$ cat src/rtl/param_stack.sv
// Parametrised synchronous LIFO stack with a registered top-of-stack view,
// occupancy count, full/empty status, sticky overflow/underflow flags and error pulse.
module param_stack #(
    parameter int WIDTH = 8,
    parameter int DEPTH = 16,
    localparam int CW = $clog2(DEPTH + 1)
) (
    input  logic             clk,
    input  logic             reset_n,
    input  logic             clear,
    input  logic             push,
    input  logic             pop,
    input  logic [WIDTH-1:0] data_in,
    output logic [WIDTH-1:0] data_out,
    output logic [CW-1:0]    count,
    output logic             empty,
    output logic             full,
    output logic             overflow,
    output logic             underflow,
    output logic             error
);

    localparam int AW = $clog2(DEPTH);

    logic [WIDTH-1:0] mem_r [DEPTH];
    logic [WIDTH-1:0] data_r;
    logic [CW-1:0]    count_r;
    logic             empty_r;
    logic             full_r;
    logic             ovf_r;
    logic             unf_r;
    logic             err_r;

    logic [WIDTH-1:0] data_nxt_s;
    logic [CW-1:0]    count_nxt_s;
    logic             ovf_nxt_s;
    logic             unf_nxt_s;
    logic             err_nxt_s;
    logic             wr_en_s;
    logic [AW-1:0]    wr_addr_s;
    logic [AW-1:0]    rd_addr_s;
    logic [WIDTH-1:0] below_top_s;
    logic             is_full_s;
    logic             is_empty_s;

    // Entry beneath the top, only meaningful while two or more entries are stored.
    assign rd_addr_s   = AW'(count_r - CW'(2));
    assign below_top_s = mem_r[rd_addr_s];
    assign is_full_s   = (count_r == CW'(DEPTH));
    assign is_empty_s  = (count_r == {CW{1'b0}});

    // Next-state decode: clear dominates, then the push/pop combination.
    always_comb begin
        data_nxt_s  = data_r;
        count_nxt_s = count_r;
        ovf_nxt_s   = ovf_r;
        unf_nxt_s   = unf_r;
        err_nxt_s   = 1'b0;
        wr_en_s     = 1'b0;
        wr_addr_s   = AW'(count_r);
        if (clear) begin
            data_nxt_s  = {WIDTH{1'b0}};
            count_nxt_s = {CW{1'b0}};
            ovf_nxt_s   = 1'b0;
            unf_nxt_s   = 1'b0;
        end else begin
            case ({push, pop})
                2'b11: begin
                    // Replace-top overwrites the current top slot; on empty it acts as a push.
                    wr_en_s    = 1'b1;
                    data_nxt_s = data_in;
                    if (is_empty_s) begin
                        wr_addr_s   = {AW{1'b0}};
                        count_nxt_s = CW'(1);
                    end else begin
                        wr_addr_s   = AW'(count_r - CW'(1));
                    end
                end
                2'b10: begin
                    if (is_full_s) begin
                        ovf_nxt_s = 1'b1;
                        err_nxt_s = 1'b1;
                    end else begin
                        wr_en_s     = 1'b1;
                        count_nxt_s = count_r + CW'(1);
                        data_nxt_s  = data_in;
                    end
                end
                2'b01: begin
                    if (is_empty_s) begin
                        unf_nxt_s = 1'b1;
                        err_nxt_s = 1'b1;
                    end else if (count_r == CW'(1)) begin
                        count_nxt_s = {CW{1'b0}};
                        data_nxt_s  = {WIDTH{1'b0}};
                    end else begin
                        count_nxt_s = count_r - CW'(1);
                        data_nxt_s  = below_top_s;
                    end
                end
                default: begin
                    err_nxt_s = 1'b0;
                end
            endcase
        end
    end

    // Status and top-of-stack registers.
    always_ff @(posedge clk or negedge reset_n) begin
        if (!reset_n) begin
            data_r  <= {WIDTH{1'b0}};
            count_r <= {CW{1'b0}};
            empty_r <= 1'b1;
            full_r  <= 1'b0;
            ovf_r   <= 1'b0;
            unf_r   <= 1'b0;
            err_r   <= 1'b0;
        end else begin
            data_r  <= data_nxt_s;
            count_r <= count_nxt_s;
            empty_r <= (count_nxt_s == {CW{1'b0}});
            full_r  <= (count_nxt_s == CW'(DEPTH));
            ovf_r   <= ovf_nxt_s;
            unf_r   <= unf_nxt_s;
            err_r   <= err_nxt_s;
        end
    end

    // Storage array; contents are don't-care after reset or clear.
    always_ff @(posedge clk) begin
        if (wr_en_s) begin
            mem_r[wr_addr_s] <= data_in;
        end
    end

    assign data_out  = data_r;
    assign count     = count_r;
    assign empty     = empty_r;
    assign full      = full_r;
    assign overflow  = ovf_r;
    assign underflow = unf_r;
    assign error     = err_r;

endmodule

$ cat config.mk
export PLATFORM = sky130hd
export DESIGN_NAME = param_stack
export DESIGN_NICKNAME = d
export VERILOG_FILES = /design/src/rtl/param_stack.sv
export SDC_FILE = /design/constraint.sdc
export NUM_CORES = 1
export LEC_CHECK = 0
export ABC_AREA = 1
export CAP_MARGIN = 20
export CORE_ASPECT_RATIO = 2
export CORE_MARGIN = 4
export CORE_UTILIZATION = 48
export DETAILED_ROUTE_END_ITERATION = 16
export PLACE_DENSITY_LB_ADDON = 0.1
export SYNTH_ARGS = -nofsm -noshare
export SYNTH_HDL_FRONTEND = slang
export SYNTH_SLANG_ARGS = --single-unit
$ cat constraint.sdc
create_clock -name clk -period 4.91 [get_ports clk]
set_input_delay 0.982 -clock clk [delete_from_list [all_inputs] [get_ports clk]]
set_output_delay 0.982 -clock clk [all_outputs]
set_load 0.01 [all_outputs]
==> flow_summary_export.csv, run 1 <==
group,metric,value,unit
run_status,status,"finished clean",
synth,synthFlopType,"edfxtp_1",
synth,ys_warn_count,0,
sta,final.min_clock_period,3.30,ns
pwr,netSwitchingFraction,27.5,%
synth,syn_nets,633,
sta,fmax,303,MHz
job,cap_viol_max_count,0,
clocking,clkTransAtPathRegs,0.06,ns
sta,finalCritPeriodShare,67.2,%
grt,grtUsageTotal,22.2,%
routing,drcViolationCount,0,
clocking,cts_tree,"built",
critical_path,worstPathRequired,4.96,ns
placement,hpwlAfterDp,11200,um
final_layout,area_delta_synth_final,15.5,%
routing,avgRoutedWirePerCell,20.9,um
synth,yosysSeqAreaShare,66.1,%
routing,drtAntennaViolNets,0,
grt,grt_max_degree,73,
routing,drt-initial-drc-count,258,
pwr,combPwrFrac,17.9,%
clocking,clk_latency,0.42,ns
final_layout,final_util,57.1,%
die,dieWidth,90.3,um
die,start_util,49.4,%
final_layout,drive_gt1_share,7.92,%
placement,preCtsSetupSlack,1.31,ns
die,io_pins,31,
clocking,hold_buffers,0,
final_layout,nFillCells,1148,
worst_hold_path,hold_path_class,"reg -> reg",
pwr,seqPwrFrac,40.1,%
final_layout,final_cell_area,7500,sq um
pwr,p_switching,966,uW
routing,vias,4455,
grt,overflow,0,
clocking,cts-root-buf,"clkbuf_16",
clocking,htreeDepth,4,
critical_path,path_max_fanout,54,
die,coreArea,13100,sq um
synth,synth-edff-count,128,
grt,grt_pass1_vias,4641,
critical_path,cp.arrival,3.35,ns
sta,slew_headroom,39.9,%
final_layout,antenna_cells,0,
placement,placed_area,6840,sq um
routing,wl,16700,um
die,dieArea,15600,sq um
pwr,power,3.51,mW
synth,synth_most_common_cell,"nor2_1",
placement,gp_congestion,0.955,
synth,synth_area_leaders,"edfxtp_1, nor2_1, dfrtp_1",
sta,skew,0.00907,ns
placement,io_buffers,30,
synth,synthTopCellsByCount,"nor2_1, edfxtp_1, nand2_1",
sta,hold_viol_final,0,
sta,holdWs,0.478,ns
synth,synth-async-reset-ratio,12.3,%
routing,drt-pass1-iter-count,7,
synth,netlist_instances,609,
sta,rsz0062_at_grt,"false",
die,die_h,173,um
critical_path,critPathLaunchType,"flip-flop",
final_layout,fin_nets,655,
placement,dp_cells,764,
grt,grt_pass1_wl,25800,um
pwr,power.share.clock,42.0,%
final_layout,instances_no_fill,796,
clocking,numCtsBuffers,17,
grt,antenna_found_initial,0,
synth,ys_ff_latch,146,
clocking,clockBufferDepth,2,
synth,synth_top_area_share,59.2,%
pwr,power.density,468,nW/um^2
sta,tns,0,ns
clocking,cts_setup_buffers,0,
sta,setup_viol,0,
synth,synth_area_per_cell,10.7,sq um
clocking,cts_resized,0,
clocking,cts.sinks,146,
critical_path,setup.worst_path.class,"reg -> reg",
die,rows,59,
pwr,p_leak,2.83,nW
pwr,p_int,2.55,mW
pwr,peakVddDrop,0.000311,V
critical_path,crit_path_end_kind,"flip-flop",
sta,setup_ws,1.61,ns
synth,synth.distinct_cells,29,
synth,syn-cell-area,6500,sq um
sta,worst_slew_pin_slew,0.899,ns
sta,drv_slew,0,
synth,yosysTopAreaCell,"edfxtp_1",
routing,vias_per_cell,5.60,
-- state kept, by name (all words and copies together), names as in the netlist --
register   cells
mem_r        128
count          5
empty          1
underflow      1
error          1
overflow       1
full           1
data_out       8
-- cell type report --
type / instances / area, sq um / area share (%)
well taps: 152 / 190 / 2.53
clock inverters: 12 / 228 / 3.03
multi-input cells: 405 / 1930 / 25.7
flip-flops and latches: 146 / 4300 / 57.3
repair buffers: 32 / 315 / 4.20
inverters: 29 / 111 / 1.48
clock buffers: 20 / 437 / 5.82
-- cells by family (layout without fill, tap and decap cells) --
group                    Yosys count  after routing  synth area share, %
AO/OA/AOI/OAI                     94             94                 8.01
flip-flops                       146            146                 66.1
adder cells (fa/ha/maj)           11             11                 2.12
XOR/XNOR                           3              3                0.520
buffers and inverters             58             93                 4.26
AND/OR/NAND/NOR                  297            297                 19.0
-- placed cells by master, fill, tap and decap left out --
| cell | n |
|---|---|
| dfrtp_2 | 1 |
| nor2_8 | 1 |
| and2_1 | 1 |
| clkinvlp_4 | 1 |
| nor2_1 | 134 |
| clkbuf_1 | 3 |
| bufinv_16 | 6 |
| clkbuf_16 | 17 |
| o31ai_1 | 1 |
| xor2_2 | 1 |
| inv_6 | 2 |
| clkdlybuf4s50_1 | 30 |
| a22oi_2 | 1 |
| dfstp_2 | 1 |
| o21ai_1 | 23 |
| a21oi_1 | 5 |
| nand2_1 | 108 |
| clkinv_2 | 1 |
| edfxtp_1 | 128 |
| inv_2 | 9 |
| dfrtp_1 | 16 |
| buf_4 | 2 |
| nand4_1 | 2 |
| o211ai_1 | 16 |
| clkinv_4 | 2 |
| o21ai_0 | 48 |
| ha_1 | 11 |
| nand3_4 | 1 |
| nor3_2 | 2 |
| inv_4 | 1 |
| nor2_2 | 1 |
| nand4_2 | 1 |
| nand3_1 | 46 |
| inv_1 | 19 |
| xor2_1 | 2 |
-- power by group through the flow --
stage	combinational (mW)	clock, mW	sequential, mW
finish	0.628	1.48	1.41
floorplan	0.418	0	1.44
CTS	0.626	1.49	1.41
global route	0.695	1.54	1.41
detailed placement	0.621	0	1.43
global placement	0.614	0	1.43
-- critical path, stage by stage (launching register included) --
cell	delay [ns]
dfrtp_1	0.32
buf_4	0.46
inv_2	0.32
ha_1	0.35
nand3_1	0.16
nand2_1	0.09
o21ai_1	0.27
nand3_1	0.33
nor2_1	0.61
-- worst paths after layout --
check,start,endpoint,slack [ns],depth (start not counted)
max in group asynchronous,reset_n,count[0]$_DFF_PN0_,3.31,1
min in group asynchronous,reset_n,underflow$_DFFE_PN0P_,1.04,1
hold / removal,data_out[2]$_DFFE_PN0P_,data_out[2]$_DFFE_PN0P_,0.48,2
setup reg to reg,count[1]$_DFF_PN0_,mem_r[10][0]$_DFFE_PP_,1.61,8
hold reg to reg,data_out[2]$_DFFE_PN0P_,data_out[2]$_DFFE_PN0P_,0.48,2
setup / recovery,count[1]$_DFF_PN0_,mem_r[10][0]$_DFFE_PP_,1.61,8
-- per-layer routing --
metal / share of wire, % / track usage, % / routed length, um
met5: 0 / 0 / 0
met1: 36 / 23.8 / 6050
met4: 5.5 / 13.9 / 923
met2: 54 / 40.1 / 8940
met3: 4.5 / 3.48 / 750
Note: power is estimated with default switching activity, not from simulation.
==> inputs of run 2 (changes only) <==
==> constraint.sdc (replaced) <==
create_clock -name clk -period 2.7 [get_ports clk]
set_input_delay 0.54 -clock clk [delete_from_list [all_inputs] [get_ports clk]]
set_output_delay 0.54 -clock clk [all_outputs]
set_load 0.01 [all_outputs]
==> flow_summary_export.csv, run 2 (synthesis results as in run 1) <==
group,metric,value,unit
grt,grtUsageTotal,22.8,%
die,dieArea,15600,sq um
die,die_h,173,um
placement,placed_area,7140,sq um
clocking,cts_tree,"built",
clocking,htreeDepth,4,
critical_path,worstPathRequired,2.16,ns
final_layout,largest-register,"mem_r",
placement,hpwlAfterDp,12100,um
clocking,clockBufferDepth,2,
critical_path,crit_chain,"buf_4 -> clkdlybuf4s50_1",
routing,drt-pass1-iter-count,8,
sta,worst_slew_pin_slew,0.539,ns
critical_path,path_max_fanout,53,
clocking,cts-root-buf,"clkbuf_16",
clocking,cts_resized,0,
routing,vias_per_cell,5.59,
die,rows,59,
critical_path,path_delay_family,"buffers and inverters",
worst_hold_path,hold_path_class,"in -> async",
pwr,peakVddDrop,0.000508,V
clocking,cts.sinks,146,
final_layout,drive_gt1_share,13.2,%
clocking,clkTransAtPathRegs,0.07,ns
critical_path,cpPeakStageDelay,0.64,ns
clocking,numCtsBuffers,17,
pwr,power,6.10,mW
pwr,p_leak,3.01,nW
die,coreArea,13100,sq um
grt,overflow,0,
final_layout,area_delta_synth_final,19.2,%
placement,gp_congestion,0.971,
routing,drtAntennaViolNets,0,
sta,rsz0062_at_grt,"false",
critical_path,slowest_stage,"clkdlybuf4s50_1",
final_layout,final_util,58.9,%
clocking,clk_latency,0.42,ns
grt,antenna_found_initial,0,
sta,slew_headroom,64.1,%
routing,drt-initial-drc-count,376,
critical_path,crit_path_end_kind,"primary output",
critical_path,setup.worst_path.class,"reg -> out",
job,cap_viol_max_count,0,
critical_path,cp.arrival,1.90,ns
placement,io_buffers,30,
die,dieWidth,90.3,um
clocking,hold_buffers,0,
clocking,cts_setup_buffers,0,
pwr,power.density,788,nW/um^2
routing,drcViolationCount,0,
die,io_pins,31,
die,start_util,49.4,%
final_layout,antenna_cells,0,
critical_path,critPathLaunchType,"flip-flop",
routing,wl,17200,um
sta,finalCritPeriodShare,90.2,%
sta,final.min_clock_period,2.44,ns
critical_path,critPathBufInv,2,
placement,dp_cells,802,
final_layout,final_cell_area,7740,sq um
grt,grt_max_degree,73,
sta,setup_viol,0,
routing,vias,4658,
final_layout,instances_no_fill,834,
run_status,status,"finished clean",
placement,preCtsSetupSlack,-0.0636,ns
sta,tns,0,ns
grt,grt_pass1_wl,26300,um
sta,skew,0.0111,ns
final_layout,layout_commonest_cell,"nor2_1",
final_layout,largest_register_ffs,128,
sta,drv_slew,0,
routing,avgRoutedWirePerCell,20.6,um
final_layout,fin_nets,693,
sta,holdWs,0.457,ns
sta,setup_ws,0.264,ns
final_layout,final_cell_mix,"nor2_1, edfxtp_1, nand2_1",
sta,fmax,411,MHz
grt,grt_pass1_vias,4667,
sta,hold_viol_final,0,
[run 2: worst paths after layout]
check | from | endpoint | slack (ns) | depth (start not counted)
setup / recovery | count[1]$_DFF_PN0_ | count[1] | 0.26 | 2
hold / removal | reset_n | underflow$_DFFE_PN0P_ | 0.46 | 2
setup reg to reg | count[2]$_DFF_PN0_ | mem_r[10][5]$_DFFE_PP_ | 0.40 | 9
hold reg to reg | data_out[4]$_DFFE_PN0P_ | data_out[4]$_DFFE_PN0P_ | 0.47 | 2
max in group asynchronous | reset_n | empty$_DFF_PN1_ | 1.97 | 2
min in group clk | data_out[4]$_DFFE_PN0P_ | data_out[4]$_DFFE_PN0P_ | 0.47 | 2
[run 2: layer usage]
| metal | vias to the layer above | GRT usage, % | part of all wire, % |
|---|---|---|---|
| li1 | 2207 | - | - |
| met1 | 2199 | 24.3 | 35 |
| met2 | 196 | 41.7 | 54 |
| met3 | 56 | 4.00 | 4.9 |
| met4 | 0 | 12.7 | 5.3 |
| met5 | - | 0 | 0 |
[run 2: layout make-up]
cell class              count  area, sq um
repair buffers             70          613
clock buffers              24          547
fillers                  1098         5400
inverters                  29          111
well taps                 152          190
flip-flops and latches    146         4300
multi-input cells         405         1930
clock inverters             8         60.1
[run 2: worst reg2reg max path, delay by kind of cell (launching register included)]
family / cells / cell delay [ns]
buffers and inverters: 3 / 0.59
flip-flops: 1 / 0.52
AND/OR/NAND/NOR: 5 / 0.65
AO/OA/AOI/OAI: 1 / 0.26
[run 2: where the power goes]
group	total [mW]	switching, mW	leakage [nW]	internal [mW]
sequential	2.56	0.0314	1.39	2.53
clock	2.34	0.907	0.298	1.43
combinational	1.21	0.802	1.32	0.406
==> inputs of run 3 (changes only) <==
--- a/config.mk
+++ b/config.mk
@@ -12,6 +12,8 @@
 export CORE_UTILIZATION = 48
 export DETAILED_ROUTE_END_ITERATION = 16
 export PLACE_DENSITY_LB_ADDON = 0.1
+export REMOVE_ABC_BUFFERS = 1
+export SLEW_MARGIN = 0
 export SYNTH_ARGS = -nofsm -noshare
 export SYNTH_HDL_FRONTEND = slang
 export SYNTH_SLANG_ARGS = --single-unit
==> flow_summary_export.csv, run 3 (synthesis results as in run 1) <==
group,metric,value,unit
final_layout,antenna_cells,0,
die,io_pins,31,
routing,drt-pass1-iter-count,5,
final_layout,area_delta_synth_final,19.1,%
final_layout,fin_nets,689,
pwr,combPwrFrac,19.4,%
grt,grt_pass1_vias,4798,
pwr,peakVddDrop,0.000542,V
die,dieWidth,90.3,um
sta,fmax,404,MHz
final_layout,drive_gt1_share,12.8,%
critical_path,worstPathRequired,2.16,ns
clocking,cts_setup_buffers,0,
worst_hold_path,hold_path_class,"in -> async",
sta,setup_viol,0,
pwr,power,6.29,mW
routing,avgRoutedWirePerCell,19.9,um
pwr,power.share.clock,39.9,%
sta,final.min_clock_period,2.48,ns
die,die_h,173,um
final_layout,layout_commonest_cell,"nor2_1",
sta,skew,0.0105,ns
critical_path,cp.arrival,1.94,ns
sta,rsz0062_at_grt,"false",
critical_path,setup.worst_path.class,"reg -> out",
clocking,cts_tree,"built",
placement,hpwlAfterDp,11200,um
grt,met3_usage,4.26,%
grt,grtUsageTotal,22.0,%
grt,overflow,0,
clocking,cts.sinks,146,
grt,top_usage_layer,"met2",
die,rows,59,
sta,worst_slew_pin_slew,0.650,ns
clocking,numCtsBuffers,17,
clocking,cts_resized,0,
routing,vias_per_cell,5.61,
pwr,p_switching,1.80,mW
job,cap_viol_max_count,0,
placement,io_buffers,30,
routing,drcViolationCount,0,
clocking,hold_buffers,0,
clocking,htreeDepth,4,
pwr,seqPwrFrac,40.7,%
clocking,clk_latency,0.43,ns
clocking,clockBufferDepth,2,
clocking,cts-root-buf,"clkbuf_16",
grt,grt_pass1_wl,25900,um
final_layout,regArea,4300,sq um
pwr,p_int,4.49,mW
routing,drt-initial-drc-count,403,
run_status,status,"finished clean",
routing,drtAntennaViolNets,0,
die,coreArea,13100,sq um
final_layout,multi_input_area,1930,sq um
critical_path,critPathLaunchType,"flip-flop",
sta,drv_slew,0,
sta,finalCritPeriodShare,91.8,%
grt,grt_max_degree,73,
pwr,p_leak,2.99,nW
grt,antenna_found_initial,0,
final_layout,largest_register_ffs,128,
clocking,clkTransAtPathRegs,0.07,ns
critical_path,reg2reg_slack,0.30,ns
die,dieArea,15600,sq um
die,start_util,49.4,%
placement,placed_area,7110,sq um
critical_path,crit_path_end_kind,"primary output",
routing,vias,4658,
final_layout,nFillCells,1113,
sta,holdWs,0.434,ns
routing,wl,16500,um
placement,gp_congestion,0.928,
critical_path,path_max_fanout,53,
pwr,power.density,813,nW/um^2
pwr,netSwitchingFraction,28.7,%
final_layout,final_cell_mix,"nor2_1, edfxtp_1, nand2_1",
sta,slew_headroom,56.7,%
grt,use_met2,40.2,%
sta,hold_viol_final,0,
final_layout,final_cell_area,7740,sq um
grt,grt_util_met1,23.7,%
final_layout,largest-register,"mem_r",
run 3: cell count changes in the layout (fill, tap and decap cells not counted), sizes merged:
| cell | previous run | this run |
|---|---|---|
| inv | 32 | 33 |
| clkinvlp | 1 | 3 |
| clkbuf | 24 | 18 |
| buf | 40 | 36 |
| clkinv | 4 | 3 |
| bufinv | 0 | 4 |
run 3: worst paths after layout:
path                                         startpoint                      end  cells after the start
worst max-delay path                 count[1]$_DFF_PN0_                 count[1]                      2
worst min-delay path                            reset_n  data_out[2]$_DFFE_PN0P_                      2
worst max register to register       count[0]$_DFF_PN0_   mem_r[11][4]$_DFFE_PP_                      9
worst min register to register  data_out[4]$_DFFE_PN0P_  data_out[4]$_DFFE_PN0P_                      2
max in group asynchronous                       reset_n          empty$_DFF_PN1_                      2
min in group clk                data_out[4]$_DFFE_PN0P_  data_out[4]$_DFFE_PN0P_                      2
run 3: cell type report:
type / count / area share [%]
Clock buffer: 18 / 5.55
Tap cell: 152 / 2.46
Inverter: 29 / 1.44
Clock inverter: 14 / 2.62
Sequential cell: 146 / 55.5
Multi-Input combinational cell: 405 / 24.9
Timing Repair Buffer: 66 / 7.53
run 3: layer usage:
metal / up-vias / share of wire [%]
li1: 2202 / -
met1: 2249 / 37
met2: 149 / 54
met3: 58 / 3.8
met4: 0 / 5.0
met5: - / 0
run 3: critical path: stages, from the launching register on:
cell	delay, ns
dfrtp_1	0.35
buf_4	0.47
clkdlybuf4s50_1	0.65
run 3: power groups by stage:
| stage | logic, mW | registers, mW | clock network, mW |
|---|---|---|---|
| after global routing | 1.35 | 2.56 | 2.63 |
| after detailed placement | 1.21 | 2.60 | 0 |
| after global placement | 1.20 | 2.60 | 0 |
| after floorplan | 0.638 | 2.67 | 0 |
| after CTS | 1.22 | 2.56 | 2.53 |
| final | 1.22 | 2.56 | 2.51 |
run 3: per-stage QoR:
| step | util (%) | worst slack [ns] | TNS [ns] | instances |
|---|---|---|---|---|
| 5_1_grt | 58.9 | 0.113 | 0 | 830 |
| 2_1_floorplan | - | -0.934 | -123.87 | 580 |
| 4_1_cts | 58.9 | 0.227 | 0 | 830 |
| 3_3_place_gp | 54.1 | -0.0237 | -0.250 | 798 |
| 6_report | 58.9 | 0.222 | 0 | 830 |
| 3_5_place_dp | 54.1 | -0.0506 | -1.52 | 798 |
==> patch 1, RTL diff (settings of run 3) <==
The parameter `WIDTH` goes from 8 to 6.
--- a/src/rtl/param_stack.sv
+++ b/src/rtl/param_stack.sv
@@ -1,7 +1,7 @@
 // Parametrised synchronous LIFO stack with a registered top-of-stack view,
 // occupancy count, full/empty status, sticky overflow/underflow flags and error pulse.
 module param_stack #(
-    parameter int WIDTH = 8,
+    parameter int WIDTH = 6,
     parameter int DEPTH = 16,
     localparam int CW = $clog2(DEPTH + 1)
 ) (
Ports: changed (resized data_in and data_out); port bits go from 31 to 27. No check against the original RTL was run, so the function may have changed too.
==> patch 1 against run 3 <==
- critical path type is now input pin to flip-flop
- count of clock-buffer cells in the layout is 9 lower
- critical path depth is 7 higher
- power is 29% lower
- wire length is 22% lower
- final area is 22% lower
- sequential cell count is 34 lower
- synthesized area is 21% lower
- core utilization is 1.0 points lower
- worst setup slack better by 120 ps
==> patch 1: results (changes against run 3) <==
Pwr
  – P_leak: 2.39 nW (was 2.99 nW)
  – Sequential power: 1.96 mW (was 2.56 mW)
  – Clock-net power: 1.43 mW (was 2.51 mW)
  – Maximum VDD drop: 0.000402 V (was 0.000542 V)
  – Pint: 3.14 mW (was 4.49 mW)
  – Comb power: 1.09 mW (was 1.22 mW)

GRT
  – Met3 Usage GRT: 3.03% (was 4.26%)
  – Met1 Use GR: 21.5% (was 23.7%)
  – Gr usage total: 22.0% (about the same)
  – First-pass GRT wire length: 19,800 um (was 25,900 um)
  – Largest net degree at the start of global routing: 53 (was 73)
  – Vias in the first global route: 3,875 (was 4,798)

Route
  – Drt first pass iters: 4 (was 5)
  – Metal1 wirelength: 4390 um (was 6140 um)
  – Routed wl met3: 449 um (was 625 um)
  – DR vias: 3,797 (was 4,658)
  – Drt total wl: 12,900 um (was 16,500 um)
  – 1st-iter DRT viols: 273 (was 403)
  – Wire length on met2: 7430 um (was 8950 um)

Layout
  – Filler cell count: 953 (was 1,113)
  – Seq area share: 54.2% (was 55.5%)
  – Area of the multi-input gates: 0.00162 mm^2 (was 0.00193 mm^2)
  – Share of cells above drive strength 1: 11.3% (was 12.8%)
  – Multi-input gates: 338 (was 405)
  – Count of non-CTS buffers in the layout: 64 (was 66)
  – Final nets: 576 (was 689)

Clocking
  – Skew-Pair Late Insertion Delay: 340 ps (was 430 ps)
  – Bufs on Longest Clock Path: 2 (unchanged)
  – H-tree depth: 3 (was 4)
  – CTS sink count: 112 (was 146)

Worst setup path
  – Max FO, Critical Path: 6 (was 53)
  – RR Startpoint: count[1] (was count[0])
  – Arrival @ worst endpoint: 2420 ps (was 1940 ps)
  – Launch point of the worst path: push (was count[1])
  – Max stage delay on crit path: 450 ps (was 650 ps)

Synthesis
  – Adder-cell share of the synthesized area: 2.68% (was 2.12%)
  – Synth area leaders: edfxtp_1, nor2_1, dfrtp_1 (unchanged)
  – XOR/XNOR Fraction of Synth Area: 0.658% (was 0.520%)
  – Async SR Flop Fraction: 14.3% (was 12.3%)
  – EDFF count, synth: 96 (was 128)
  – Post-synthesis sequential area ratio: 64.0% (was 66.1%)
  – Unique cell type count in the Yosys netlist: 27 (was 29)
  – Post-synthesis compound-gate area fraction: 7.80% (was 8.01%)
  – Post-synth top cells: nor2_1, edfxtp_1, nand2_1 (unchanged)

STA
  – Tightest Pin Transition: 773 ps (was 650 ps)
  – Clock skew: 5.28 ps (was 10.5 ps)

Place
  – DP HPWL: 9410 um (was 11,200 um)
  – Routability congestion estimate: 0.897 (was 0.928)
  – # port buffers: 26 (was 30)

Status
  – Status: finished clean (unchanged)
## patch 1: cell count changes after synthesis, sizes merged, moves of 2 or more
cell	before	now
nand3	47	42
o22ai	0	2
nand2	108	95
dfrtp	17	15
o21ai	71	52
edfxtp	128	96
nor2	136	107
o211ai	16	12
clkbuf	12	5
## patch 1: path summary, 6_finish.rpt
check,cells past startpoint,slack (ps),to
worst max-delay path,9,340,mem_r[6][5]
worst min-delay path,2,490,data_out[2]
worst max register to register,10,450,mem_r[8][0]
worst min register to register,2,490,data_out[2]
max in group asynchronous,1,1520,count[0]
min in group asynchronous,1,650,count[1]
## patch 1: per-stage QoR
step | hold slack (ps) | worst slack, ps | instance area, um^2 | cells
final | 489 | 340 | 6060 | 696
after global routing | 525 | 184 | 6060 | 696
after floorplan | 244 | -704 | 5010 | 479
after global placement | 465 | 67.7 | 5730 | 680
after detailed placement | 473 | -2.57 | 5730 | 680
after CTS | 492 | 334 | 6060 | 696
==> patch 2, RTL diff (settings of run 3) <==
Made on the original files. Remove the case item `2'b11` of the case on `{push, pop}`.
--- a/src/rtl/param_stack.sv
+++ b/src/rtl/param_stack.sv
@@ -65,17 +65,6 @@
             unf_nxt_s   = 1'b0;
         end else begin
             case ({push, pop})
-                2'b11: begin
-                    // Replace-top overwrites the current top slot; on empty it acts as a push.
-                    wr_en_s    = 1'b1;
-                    data_nxt_s = data_in;
-                    if (is_empty_s) begin
-                        wr_addr_s   = {AW{1'b0}};
-                        count_nxt_s = CW'(1);
-                    end else begin
-                        wr_addr_s   = AW'(count_r - CW'(1));
-                    end
-                end
                 2'b10: begin
                     if (is_full_s) begin
                         ovf_nxt_s = 1'b1;
Behaviour: not the same (a bounded check fails within 4 cycles, from zero or initial values and one cycle with reset_n low).
==> patch 2 against run 3 <==
- count of clock-buffer cells in the layout rose by 1
- first-iteration DRC count shrank 23%
- wire length rose by 3.1%
- final area hardly changed
- sequential cell count is the same
- combinational power fell by 26%
- core utilization down 1.3 points
- worst setup slack improved by 16 ps
- power shrank 8.9%
- synthesized cell count increased by 8.0%
- synthesized area rose by 1.4%
- critical path type unchanged
- largest power group unchanged
- highest routed layer unchanged
==> patch 2: results (changes against run 3) <==
STA
  – Clock skew: 7.62 ps (was 10.5 ps)
  – Tightest Pin Transition: 818 ps (was 650 ps)
  – Hold WS: 485 ps (was 434 ps)

Layout
  – Final nets: 737 (was 689)
  – Share of cells above drive strength 1: 10.9% (was 12.8%)
  – Filler cell count: 1,164 (was 1,113)

Synthesis
  – Unique cell type count in the Yosys netlist: 26 (was 29)
  – YS warnings: 0 (unchanged)
  – Post-synth top cells: nand2_1, edfxtp_1, nand3_1 (was nor2_1, edfxtp_1, nand2_1)
  – EDFF count, synth: 128 (unchanged)
  – Post-synthesis sequential area ratio: 65.2% (was 66.1%)
  – Syn Inst Count: 658 (was 609)
  – Synth area leaders: edfxtp_1, nand2_1, dfrtp_1 (was edfxtp_1, nor2_1, dfrtp_1)

Route
  – Drt total wl: 17,000 um (was 16,500 um)
  – 1st-iter DRT viols: 310 (was 403)
  – DR vias: 4,664 (was 4,658)
  – Vias/cell: 5.29 (was 5.61)

Worst setup path
  – Path depth of the worst reg2reg path: 11 (was 9)
  – Reg2reg end: data_out[6] (was mem_r[11][4])
  – Register-to-Register Setup Slack: 330 ps (was 300 ps)
  – Arrival @ worst endpoint: 1920 ps (was 1940 ps)
  – RR Startpoint: count[1] (was count[0])

GRT
  – Gr usage total: 22.6% (was 22.0%)
  – Vias in the first global route: 4,777 (was 4,798)
  – First-pass GRT wire length: 26,400 um (was 25,900 um)
  – Largest net degree at the start of global routing: 69 (was 73)

Hold path
  – Hold Path Stages: 2
  – Min-delay src: data_out[7]
  – Hold WC Path Type: flip-flop to flip-flop (was input pin to async pin)

Pwr
  – P_leak: 3.25 nW (was 2.99 nW)
  – Maximum VDD drop: 0.000450 V (was 0.000542 V)
  – Switching Share: 27.2% (was 28.7%)

Clocking
  – Skew-Pair Late Insertion Delay: 410 ps (was 430 ps)

Status
  – Status: finished clean (unchanged)

Place
  – Placed cells: 850 (was 798)
  – DP HPWL: 11,900 um (was 11,200 um)
  – Routability congestion estimate: 0.913 (was 0.928)
==> patch 2: worst max path at each step <==
stage,endpoint,slack [ps],start,depth (start not counted)
after floorplan,mem_r[11][0],-1400,count[0],7
after global placement,mem_r[9][7],290,pop,8
after detailed placement,mem_r[13][0],240,push,7
after CTS,count[1],220,count[1],2
after global routing,data_out[6],140,count[1],11
final,count[1],240,count[1],2
==> patch 2: stage by stage <==
step | instance area, um^2 | setup slack [ps] | TNS [ps]
finish | 7740 | 238 | 0
global route | 7740 | 138 | 0
CTS | 7740 | 218 | 0
detailed placement | 7160 | 244 | 0
global placement | 7160 | 289 | 0
floorplan | 6390 | -1400 | -163880
==> patch 2: cell families after synthesis <==
family,count (synthesis),synth area share (%)
and+or+nand+nor,398,24.6
DFF,146,65.2
buffers and inverters,73,5.52
adders and majority gates,10,1.90
AOI/OAI and AO/OA,27,2.16
xor gates and xnor gates,4,0.646
==> patch 2: cell type report <==
class,count,area (um^2),area share (%)
repair buffers,66,571,7.37
flip-flops and latches,146,4300,55.5
clock buffers,19,433,5.59
well taps,155,194,2.50
inverters,44,165,2.13
clock inverters,13,150,1.94
multi-input cells,439,1930,25.0
==> patch 2: power by group through the flow <==
stage	combinational (mW)	clock, mW	sequential, mW
floorplan	0.457	0	2.63
global placement	0.893	0	2.57
detailed placement	0.901	0	2.57
CTS	0.905	2.33	2.53
global route	0.992	2.44	2.53
finish	0.903	2.30	2.52
==> patch 2: metal layers <==
layer,GRT usage (%),vias up,share of wire (%)
li1,-,2276,-
met1,23.6,2217,36
met2,41.7,136,55
met3,3.91,35,4.2
met4,12.9,0,4.9
met5,0,-,0
==> patch 2: critical path, stage by stage, from the launching register on <==
cell	delay (ps)
dfrtp_2	360
buf_4	470
clkdlybuf4s50_1	650
